===== config.mk =====
export PLATFORM = sky130hd
export DESIGN_NAME = muldiv_seq
export DESIGN_NICKNAME = d
export VERILOG_FILES = /design/src/rtl/muldiv_seq.sv
export SDC_FILE = /design/constraint.sdc
export NUM_CORES = 1
export LEC_CHECK = 0
export ABC_AREA = 1
export CAP_MARGIN = 20
export CORE_ASPECT_RATIO = 1.4
export CORE_MARGIN = 4
export CORE_UTILIZATION = 35
export DETAILED_ROUTE_END_ITERATION = 8
export HOLD_SLACK_MARGIN = 0.08
export MAX_ROUTING_LAYER = met4
export RECOVER_POWER = 100
export SYNTH_ARGS = -nofsm -noshare
export SYNTH_HDL_FRONTEND = slang
export SYNTH_SLANG_ARGS = --single-unit

===== constraint.sdc =====
create_clock -name clk -period 5.2 [get_ports clk]
set_clock_uncertainty 0.05 [all_clocks]
set_input_delay 0.78 -clock clk [delete_from_list [all_inputs] [get_ports clk]]
set_output_delay 0.78 -clock clk [all_outputs]
set_load 0.02 [all_outputs]

===== src/rtl/muldiv_seq.sv =====
// -----------------------------------------------------------------------------
// muldiv_seq
//   Multi-cycle 32x32 multiply / 32/32 divide sequencer for the EX stage.
//   Each CALC cycle performs one add (multiply, shift-add) or one subtract
//   (divide, restoring). These go through the shared external ALU. The
//   result is returned as {hi,lo} in MIPS HI/LO style.
//
//   Optional feature macro: MULDIV_SIGNED_EN
//     defined   : op[1]=1 selects MULT/DIV. CALC works on operand magnitudes
//                 and a SIGN cycle fixes up the result signs afterwards.
//     undefined : op[1] is ignored. MULT/DIV behave as MULTU/DIVU.
//
// Ports
//   clk       in   1      rising-edge clock
//   rst       in   1      synchronous reset, active-high
//   start     in   1      request, accepted only in IDLE
//   op        in   2      00 MULTU, 01 DIVU, 10 MULT, 11 DIV
//   src_a     in   W      multiplicand / dividend
//   src_b     in   W      multiplier / divisor
//   busy      out  1      high in CALC and SIGN
//   done      out  1      one-cycle pulse, hi/lo valid
//   hi        out  W      product[63:32] / remainder
//   lo        out  W      product[31:0]  / quotient
//   alu_a     out  W      ALU dataA
//   alu_b     out  W      ALU dataB
//   alu_sig   out  3      ALU function select
//   alu_out   in   W      ALU result (combinational)
//   alu_zero  in   1      ALU zero flag (not used here)
//
// State table
//   state  | meaning
//   IDLE   | waiting for start; hi/lo hold the last result
//   CALC   | one ALU iteration per cycle, count 0..WIDTH-1
//   SIGN   | signed fix-up of product / quotient / remainder
//   DONE   | done pulse, then back to IDLE
// -----------------------------------------------------------------------------
module muldiv_seq #(
  parameter int WIDTH = 32,
  parameter int CNT_W = 5
) (
  input  logic             clk,
  input  logic             rst,
  input  logic             start,
  input  logic [1:0]       op,
  input  logic [WIDTH-1:0] src_a,
  input  logic [WIDTH-1:0] src_b,
  output logic             busy,
  output logic             done,
  output logic [WIDTH-1:0] hi,
  output logic [WIDTH-1:0] lo,
  output logic [WIDTH-1:0] alu_a,
  output logic [WIDTH-1:0] alu_b,
  output logic [2:0]       alu_sig,
  input  logic [WIDTH-1:0] alu_out,
  input  logic             alu_zero
);

  localparam logic [2:0] ALU_ADD = 3'b010;
  localparam logic [2:0] ALU_SUB = 3'b110;

`ifdef MULDIV_SIGNED_EN
  localparam bit SIGNED_EN = 1'b1;
`else
  localparam bit SIGNED_EN = 1'b0;
`endif

  typedef enum logic [1:0] {
    S_IDLE = 2'd0,
    S_CALC = 2'd1,
    S_SIGN = 2'd2,
    S_DONE = 2'd3
  } state_e;

  state_e           state_q, state_d;
  logic [CNT_W-1:0] count_q, count_d;
  logic [WIDTH-1:0] hi_q, hi_d;
  logic [WIDTH-1:0] lo_q, lo_d;
  logic [WIDTH-1:0] b_q, b_d;
  logic             div_q, div_d;       // 1: divide, 0: multiply
  logic             sgn_q, sgn_d;       // signed op, SIGN step required
  logic             neg_res_q, neg_res_d; // operand signs differ
  logic             neg_rem_q, neg_rem_d; // dividend was negative

  // The ALU zero flag is only consumed by the bench.
  logic unused_alu_zero;
  assign unused_alu_zero = alu_zero;

  // Operand sign handling at accept time. With the feature disabled the
  // negation paths are constant-folded away.
  logic             sgn_req;
  logic             a_neg, b_neg;
  logic [WIDTH-1:0] a_mag, b_mag;

  assign sgn_req = SIGNED_EN & op[1];
  assign a_neg   = sgn_req & src_a[WIDTH-1];
  assign b_neg   = sgn_req & src_b[WIDTH-1];
  assign a_mag   = a_neg ? (~src_a + WIDTH'(1)) : src_a;
  assign b_mag   = b_neg ? (~src_b + WIDTH'(1)) : src_b;

  // Restoring-division partial remainder: the remainder shifted left by one
  // with the next dividend bit. hi[31] is the 33rd bit of that shift, and
  // when set the subtraction always succeeds.
  logic [WIDTH-1:0] div_a;
  logic             div_ge;
  logic             mul_c;

  assign div_a  = {hi_q[WIDTH-2:0], lo_q[WIDTH-1]};
  assign div_ge = hi_q[WIDTH-1] | (div_a >= b_q);
  // Carry out of hi + B: the sum wrapped iff it is below an addend.
  assign mul_c  = (alu_out < hi_q);

  always_ff @(posedge clk) begin
    if (rst) begin
      state_q   <= S_IDLE;
      count_q   <= '0;
      hi_q      <= '0;
      lo_q      <= '0;
      b_q       <= '0;
      div_q     <= 1'b0;
      sgn_q     <= 1'b0;
      neg_res_q <= 1'b0;
      neg_rem_q <= 1'b0;
    end else begin
      state_q   <= state_d;
      count_q   <= count_d;
      hi_q      <= hi_d;
      lo_q      <= lo_d;
      b_q       <= b_d;
      div_q     <= div_d;
      sgn_q     <= sgn_d;
      neg_res_q <= neg_res_d;
      neg_rem_q <= neg_rem_d;
    end
  end

  always_comb begin
    state_d   = state_q;
    count_d   = count_q;
    hi_d      = hi_q;
    lo_d      = lo_q;
    b_d       = b_q;
    div_d     = div_q;
    sgn_d     = sgn_q;
    neg_res_d = neg_res_q;
    neg_rem_d = neg_rem_q;
    alu_a     = '0;
    alu_b     = '0;
    alu_sig   = ALU_ADD;

    unique case (state_q)
      S_IDLE: begin
        if (start) begin
          div_d     = op[0];
          sgn_d     = sgn_req;
          neg_res_d = a_neg ^ b_neg;
          neg_rem_d = a_neg;
          b_d       = b_mag;
          hi_d      = '0;
          lo_d      = a_mag;
          count_d   = '0;
          if (op[0] && (src_b == '0)) begin
            // Divide by zero: fixed result, no iterations and no sign fix-up.
            hi_d    = src_a;
            lo_d    = '1;
            state_d = S_DONE;
          end else begin
            state_d = S_CALC;
          end
        end
      end

      S_CALC: begin
        alu_b = b_q;
        if (div_q) begin
          alu_a   = div_a;
          alu_sig = ALU_SUB;
          if (div_ge) begin
            hi_d = alu_out;
            lo_d = {lo_q[WIDTH-2:0], 1'b1};
          end else begin
            hi_d = div_a;
            lo_d = {lo_q[WIDTH-2:0], 1'b0};
          end
        end else begin
          alu_a   = hi_q;
          alu_sig = ALU_ADD;
          if (lo_q[0]) begin
            hi_d = {mul_c, alu_out[WIDTH-1:1]};
            lo_d = {alu_out[0], lo_q[WIDTH-1:1]};
          end else begin
            hi_d = {1'b0, hi_q[WIDTH-1:1]};
            lo_d = {hi_q[0], lo_q[WIDTH-1:1]};
          end
        end
        count_d = count_q + CNT_W'(1);
        if (count_q == CNT_W'(WIDTH - 1)) begin
          state_d = sgn_q ? S_SIGN : S_DONE;
        end
      end

      S_SIGN: begin
        if (div_q) begin
          if (neg_res_q) lo_d = ~lo_q + WIDTH'(1);
          if (neg_rem_q) hi_d = ~hi_q + WIDTH'(1);
        end else if (neg_res_q) begin
          {hi_d, lo_d} = ~{hi_q, lo_q} + (2*WIDTH)'(1);
        end
        state_d = S_DONE;
      end

      S_DONE: begin
        state_d = S_IDLE;
      end

      default: begin
        state_d = S_IDLE;
      end
    endcase
  end

  assign busy = (state_q == S_CALC) || (state_q == S_SIGN);
  assign done = (state_q == S_DONE);
  assign hi   = hi_q;
  assign lo   = lo_q;

endmodule


[Yosys cells after proc, flatten, opt, wreduce, memory -nomap -nowiden]
Index checks and enable logic that the tools add are counted.
Storage, ports and cells
  register bits after elaboration: 104
  input port bits: 102
  output and inout bits: 133
  logic and storage cells: 53
Cells by class
  add/sub/neg operators: 1
  magnitude comparators: 2
  equal/unequal tests: 8
  multiplexer cells: 23
  bitwise logic cells: 2
  reduce and logical (&&, ||, !) cells: 11
Operator list (number)
  32-bit two-way mux: 12
  32-bit one-hot mux with 2 select lines: 2
  32-bit greater-or-equal comparator: 1
  32-bit zero test: 1
  32-bit less-than comparator: 1
  5-bit one-hot mux with 2 select lines: 1
  2-bit inequality test (second input constant): 4
  2-bit one-hot mux with 4 select lines: 1
  2-bit two-way mux: 3
  3-bit two-way mux: 2
  2-bit AND reduction: 3
  5-bit by 1-bit adder with 5-bit output (second input constant): 1
  5-bit equality test (second input constant): 1
  5-bit two-way mux: 1
  2-bit equality test (second input constant): 2
  4-bit AND reduction: 1
  3-bit AND reduction: 1
  3-bit nonzero test: 1
  2-bit by 1-bit equality test with 1-bit output (second input constant): 1
  2-bit zero test: 1
  2-bit nonzero test: 1
  1-bit logical AND: 1
  1-bit logical OR: 1
  1-bit two-way mux: 1
  other kinds (2): 2

[Logic depth before layout (Yosys ltp)]
Gate-level depths: netlist of the first run.
  depth after elaboration: 5
  gate-level depth with buffers: 19
  gate-level depth less buffers: 18

[Worst setup path after synthesis of the first run]
No wires, ideal clock.
  path type: register -> output
  from: register state_q[1]
  to: output alu_a[0]
  arrival: 1.414 ns
  data required time: 4.370 ns
  path slack: 2.956 ns
  stages on the path, launching flop included: 7
  path buffers: 2
  cells stage by stage: dfxtp_1 inv_1 ha_1 buf_2 clkbuf_1 o21ai_0 a21oi_1
Between the ends
  cells in the longest elaborated chain, start to end: 2
RTL lines
  from (decl): line 74  | state_e state_q, state_d;
  from (signal assigned): line 124  | state_q <= state_d;
  2-bit by 1-bit equality test with 1-bit output: line 150  | unique case (state_q)
  32-bit two-way mux: line 150
  to (decl): line 51  | output logic [WIDTH-1:0] alu_a,
No other way between the ends.

==> results of run 1 <==
[metrics by stage]
stage | setup slack [ns] | total power [W] | cell area [um^2] | util | cells
2_1_floorplan | 2.96 | 0.00250 | 8160 | - | 1329
3_3_place_gp | 1.68 | 0.00329 | 10600 | 0.465 | 1781
3_5_place_dp | 1.69 | 0.00331 | 10600 | 0.465 | 1781
4_1_cts | 1.48 | 0.00407 | 10900 | 0.479 | 1797
5_1_grt | 0.670 | 0.00431 | 10900 | 0.479 | 1798
6_report | 1.03 | 0.00399 | 10900 | 0.479 | 1798
[cell families after synthesis]
family | count (synthesis) | synth area share
AND/OR/NAND/NOR | 440 | 0.227
adder cells (fa/ha/maj) | 70 | 0.107
XOR/XNOR | 1 | 0.00107
other | 2 | 0.000920
flip-flops | 104 | 0.255
buffers and inverters | 261 | 0.125
AO/OA/AOI/OAI | 451 | 0.284
[power groups by stage]
stage | registers (W) | logic, W | clock network, W
floorplan | 0.00119 | 0.00131 | 0
global placement | 0.00118 | 0.00211 | 0
detailed placement | 0.00118 | 0.00213 | 0
CTS | 0.00116 | 0.00214 | 0.000766
global route | 0.00117 | 0.00235 | 0.000798
finish | 0.00114 | 0.00210 | 0.000749
[tightest hold or removal path, stage by stage, from the launching register on]
cell and delay [ns]:
dfxtp_1 0.32, nand2_1 0.06, a21oi_1 0.05
[sequential cells by signal, summed over array words and instances, names as in the netlist]
register,count
b_q,32
hi,32
lo,32
count_q,5
state_q,2
div_q,1
[synth_stat cells, types with 2 or more instances]
cell type,n
nand4_1,40
inv_2,3
a211oi_1,2
o211ai_1,3
inv_1,159
buf_1,9
clkbuf_1,70
nand3_2,2
nor2_1,74
nand3_1,39
conb_1,2
nor4_1,6
o21ai_1,3
dfxtp_1,104
nor3_1,6
ha_1,70
a21oi_1,233
o21ai_0,175
buf_2,15
a31oi_1,33
buf_4,5
nand2_1,269
[worst paths after layout]
path | startpoint | endpoint | slack [ns] | depth (start not counted)
max | rst | count_q[2] | 1.03 | 6
min reg2reg | count_q[4] | count_q[4] | 0.42 | 2
min | count_q[4] | count_q[4] | 0.42 | 2
max reg2reg | state_q[1] | count_q[3] | 1.17 | 8
[cell type report]
| cell class | count | area [um^2] |
|---|---|---|
| Clock buffer | 10 | 239 |
| Clock inverter | 6 | 73.8 |
| Fill cell | 2480 | 11900 |
| Inverter | 162 | 609 |
| Multi-Input combinational cell | 964 | 5050 |
| Sequential cell | 104 | 2090 |
| Tap cell | 301 | 377 |
| Timing Repair Buffer | 251 | 2460 |
[layer usage]
| layer | GRT usage | share of wire | vias up |
|---|---|---|---|
| met5 | - | 0 | - |
| met4 | 0.0952 | 0.036 | 0 |
| met3 | 0.0345 | 0.057 | 49 |
| met2 | 0.386 | 0.48 | 326 |
| met1 | 0.302 | 0.43 | 4347 |
| li1 | - | - | 4780 |
==> results.md, run 1 <==
* Period minus WS final at 4.17 ns
* Most common flop cell mapped by yosys: dfxtp_1
* Die Y-Extent at 189 um
* Endpoints failing hold at 0
* Final wirelength at 31.0 mm
* Post-synthesis instance area at 0.00816 mm^2
* Initial antenna violation count at 0
* Slew Limit Fails at 119
* Chain of cells forming the critical path: clkdlybuf4s50_1 > buf_4 > inv_1 > clkbuf_1 > o21ai_0 > nor3_1
* Yosys top cell area share at 0.255
* CTS Sinks at 104
* Post-CTS Setup Repair Bufs at 0
* Largest net degree at the start of global routing at 100
* Total number of nets in the final design at 1664
* Sequential cell area fraction in the yosys report at 0.255
* TritonCTS clock tree: built
* Root Driver: clkbuf_16
* Data required time of the worst path at 5.44 ns
* Commonest cells after routing, fill and taps aside: 268 x nand2_1, 233 x a21oi_1, 176 x o21ai_0
* Count of flip-flops with a built-in enable after synthesis at 0
* Area added between synthesis and finish at 33.6%
* Top cell type by total area after synthesis: dfxtp_1
* Proportion of power drawn by combinational gates at 0.527
* Asr flop ratio synth at 0
* Post-route setup TNS at 0 ns
* Max stage delay on crit path at 2.01 ns
* Remaining antenna violation count at 0
* Most common library cell in the layout ignoring fill and taps: nand2_1
* Crit-path slowest cell: clkbuf_1
* Input/output buffers at 230
* Number of optimization iterations in the first detailed-route pass at 5
* Switching Fraction at 0.466
* Maximum VDD drop at 0.188 mV
* Gate count after technology mapping at 1329
* Reg power frac at 0.285
* Avg WL per Cell at 17.2 um
* Vias per Instance at 5.28
* Final weighted congestion in routability-driven placement at 0.874
* Net switching power figure at 0.00186 W
* Startpoint Class: input pin
* Worst Hold Margin at 0.423 ns
* Post-CTS Hold Fix Bufs at 0
* Vias in the first global route at 8924
* CP endpoint kind: register
* Area of the core at 0.0228 mm^2
* I/O pin count at 235
* Buffers & Inverters on Critical Path at 4
* Overall die width at 137 um
* RSZ-0062 raised after global routing: no
* Syn Area/Cell at 6.14 um^2
* Gr usage total at 0.240
* Syn nets at 1501
* Leading post-synthesis cells by cell area: dfxtp_1 26%, a21oi_1 14%, nand2_1 12%
* Fraction of final layout cells with drive strength greater than 1 at 0.0281
* Max-Slew Margin vs Limit at -0.901
* Top achievable clock speed at 240 MHz
* Setup-failing EPs final at 0
* Clk pwr share at 0.188
* Period utilisation layout at 0.803
* Data arrival time of the worst path at 4.42 ns
* Detail Placement HPWL at 22.3 mm
* Cell type group with the largest total delay on the critical path: buffers and inverters
* Starting density of the core at 0.358
* Count of different cell masters after synthesis at 29
* Die ar. at 0.0259 mm^2
* Gates resized, CTS repair at 0
* Count of yosys warnings during synthesis at 0
* DRC marker count from the first detailed-route iteration at 666
* Worst-margin pin slew at 2.85 ns
* Total of max-cap violations at 2
* Critical path type: input pin to register
* Cts bufs inserted at 9
* H-tree lvl count at 3
* Failing checks: capacitance limit, slew limit
* Post-synthesis sequential element count at 104
* Clock Tree Buf Depth at 2
* Grt ovf at 0
* Wire length of the first global-routing pass at 48.1 mm
* Clock slew at the register clock pins of the worst setup and hold paths at 0.08 ns
* P_leak at 4.93 nW
* Pwr/cell area at 366 mW/mm^2
* Clk Latency, worst-skew pair at 0.37 ns
* Site row count at 65
* Via Count at 9502
* Number of design rule violations left after detail routing at 0
* Number of diodes at 0
* Highest fanout seen on the critical path at 69
* Status: finished with violations
* Internal power summed over all cells at 0.00213 W
* Class of the tightest hold or removal check: register to register
Note: power is estimated with default switching activity, not from simulation.
==> run 2, diff against run 1 <==
clock period = 4 ns   (was 5.2 ns; I/O delays follow)
==> run 2 against run 1 <==
Effect of this change:
- die area unchanged
- register-to-register slack worse by 0.41 ns
- wire length up 2.5%
- largest power group unchanged
- largest cell class unchanged
- design area up 0.81%
- the run still ends with capacitance limit, slew limit left
- worst setup slack worse by 0.53 ns
==> results.md, run 2 (same netlist as run 1, synthesis figures left out) <==
* Status: finished with violations
* Failing checks: capacitance limit, slew limit
* Chain of cells forming the critical path: inv_1 > ha_2 > buf_12 > clkbuf_2 > nand2_1 > inv_1 > dlygate4sd3_1
* RSZ-0062 raised after global routing: no
* Area added between synthesis and finish at 34.7%
* Max-Slew Margin vs Limit at -0.597 (+0.303)
* Commonest cells after routing, fill and taps aside: 270 x nand2_1, 233 x a21oi_1, 175 x o21ai_0
* Post-route setup TNS at 0 ns (unchanged)
* CP endpoint kind: output pin
* Period minus WS final at 3.51 ns
* Avg WL per Cell at 17.6 um (+2.1%)
* Max stage delay on crit path at 0.70 ns (-1.31 ns)
* Reg2reg path depth at 6 (-2)
* Input/output buffers at 230 (unchanged)
* Data arrival time of the worst path at 2.86 ns (-1.56 ns)
* Number of optimization iterations in the first detailed-route pass at 5 (unchanged)
* Post-CTS Setup Repair Bufs at 0 (unchanged)
* Pwr/cell area at 476 mW/mm^2 (+30%)
* Critical path type: register to output pin
* Vias per Instance at 5.34 (+1.1%)
* Worst Setup EP: alu_b[28]
* H-tree lvl count at 3 (unchanged)
* Data required time of the worst path at 3.35 ns (-2.09 ns)
* Initial antenna violation count at 2 (+2)
* DRC marker count from the first detailed-route iteration at 691 (+3.8%)
* Endpoints failing hold at 0 (unchanged)
* Total of max-cap violations at 2 (unchanged)
* Cts bufs inserted at 9 (unchanged)
* Fraction of final layout cells with drive strength greater than 1 at 0.0346 (+0.00654)
* Worst Hold Margin at 0.421 ns (-0.00247 ns)
* Crit-path slowest cell: dlygate4sd3_1
* Final wirelength at 31.7 mm (+2.5%)
* Slew Limit Fails at 146 (+23%)
* CTS Sinks at 104 (unchanged)
* Detail Placement HPWL at 23.0 mm (+3.2%)
* Most common library cell in the layout ignoring fill and taps: nand2_1
* Vias in the first global route at 8901 (-0.26%)
* Capture point of the worst reg-to-reg path: b_q[12]
* Die ar. at 0.0259 mm^2 (unchanged)
* Startpoint Class: register
* Grt ovf at 0 (unchanged)
* Overall die width at 137 um (unchanged)
* Cell seen most often among critical-path stages: inv_1
* Area of the core at 0.0228 mm^2 (unchanged)
* Clk Latency, worst-skew pair at 0.37 ns (about the same)
* Worst-margin pin slew at 2.40 ns (-0.455 ns)
* Final weighted congestion in routability-driven placement at 0.872 (-0.27%)
* Top achievable clock speed at 285 MHz
* Die Y-Extent at 189 um (unchanged)
* Total number of nets in the final design at 1670 (+0.36%)
* Class of the tightest hold or removal check: register to register
* Site row count at 65 (unchanged)
* Starting density of the core at 0.358 (unchanged)
* Highest fanout seen on the critical path at 30 (-57%)
* Minimum setup slack among reg-to-reg paths at 0.76 ns (-0.41 ns)
* Clock slew at the register clock pins of the worst setup and hold paths at 0.08 ns (about the same)
* Remaining antenna violation count at 0 (unchanged)
* Via Count at 9649 (+1.5%)
* Period utilisation layout at 0.877
* Number of design rule violations left after detail routing at 0 (unchanged)
* Clock Tree Buf Depth at 2 (unchanged)
* Maximum VDD drop at 0.389 mV (+110%)
* Setup-failing EPs final at 0 (unchanged)
* Root Driver: clkbuf_16
* I/O pin count at 235 (unchanged)
* Worst setup path startpoint: state_q[1]
* Gates resized, CTS repair at 0 (unchanged)
* Post-layout util at 0.482 (+0.00390)
* Largest net degree at the start of global routing at 88 (-12%)
* Wire length of the first global-routing pass at 48.7 mm (+1.3%)
* Gr usage total at 0.244 (+0.00410)
* P_leak at 4.96 nW (+0.72%)
* Post-CTS Hold Fix Bufs at 0 (unchanged)
* TritonCTS clock tree: built
* Reg-to-Reg Start: state_q[0]
-- run 2: metal layers --
metal / up-vias / global-route usage / wire, um
met5: - / - / 0
met4: 0 / 0.112 / 1220
met3: 48 / 0.0291 / 1980
met2: 343 / 0.393 / 15300
met1: 4464 / 0.304 / 13300
li1: 4794 / - / -
-- run 2: cell type report --
class	count	area, um^2
well taps	301	377
diodes	2	5.00
clock inverters	6	67.6
multi-input cells	964	5060
repair buffers	257	2540
fillers	2435	11800
flip-flops and latches	104	2080
clock buffers	10	239
inverters	162	609
-- run 2: stage by stage --
stage | area, um^2 | total power, W | instances | setup WS (ns)
floorplan | 8160 | 0.00325 | 1329 | 1.93
global placement | 10700 | 0.00434 | 1787 | 0.869
detailed placement | 10700 | 0.00437 | 1787 | 0.859
CTS | 11000 | 0.00533 | 1803 | 0.661
global route | 11000 | 0.00565 | 1806 | 0.307
finish | 11000 | 0.00523 | 1806 | 0.493
-- run 2: worst min-delay path by stage --
stage | startpoint | slack (ns) | to | depth (start not counted)
2_1_floorplan | b_q[0] | 0.39 | b_q[0] | 2
6_report | count_q[4] | 0.42 | count_q[4] | 2
3_3_place_gp | count_q[4] | 0.41 | count_q[4] | 2
4_1_cts | count_q[4] | 0.42 | count_q[4] | 2
3_5_place_dp | count_q[4] | 0.41 | count_q[4] | 2
5_1_grt | count_q[4] | 0.44 | count_q[4] | 2
-- run 2: report_power, final --
| group | switching, W | internal (W) |
|---|---|---|
| registers | 0.000216 | 0.00123 |
| logic | 0.00176 | 0.00107 |
| clock network | 0.000453 | 0.000506 |
| total | 0.00243 | 0.00280 |
-- run 2: critical path, delay by kind of cell (launching register included) --
| family | cells | cell delay [ns] |
|---|---|---|
| fa+ha+maj | 1 | 0.60 |
| buf+inv | 5 | 1.43 |
| flops | 1 | 0.35 |
| simple gates | 1 | 0.09 |
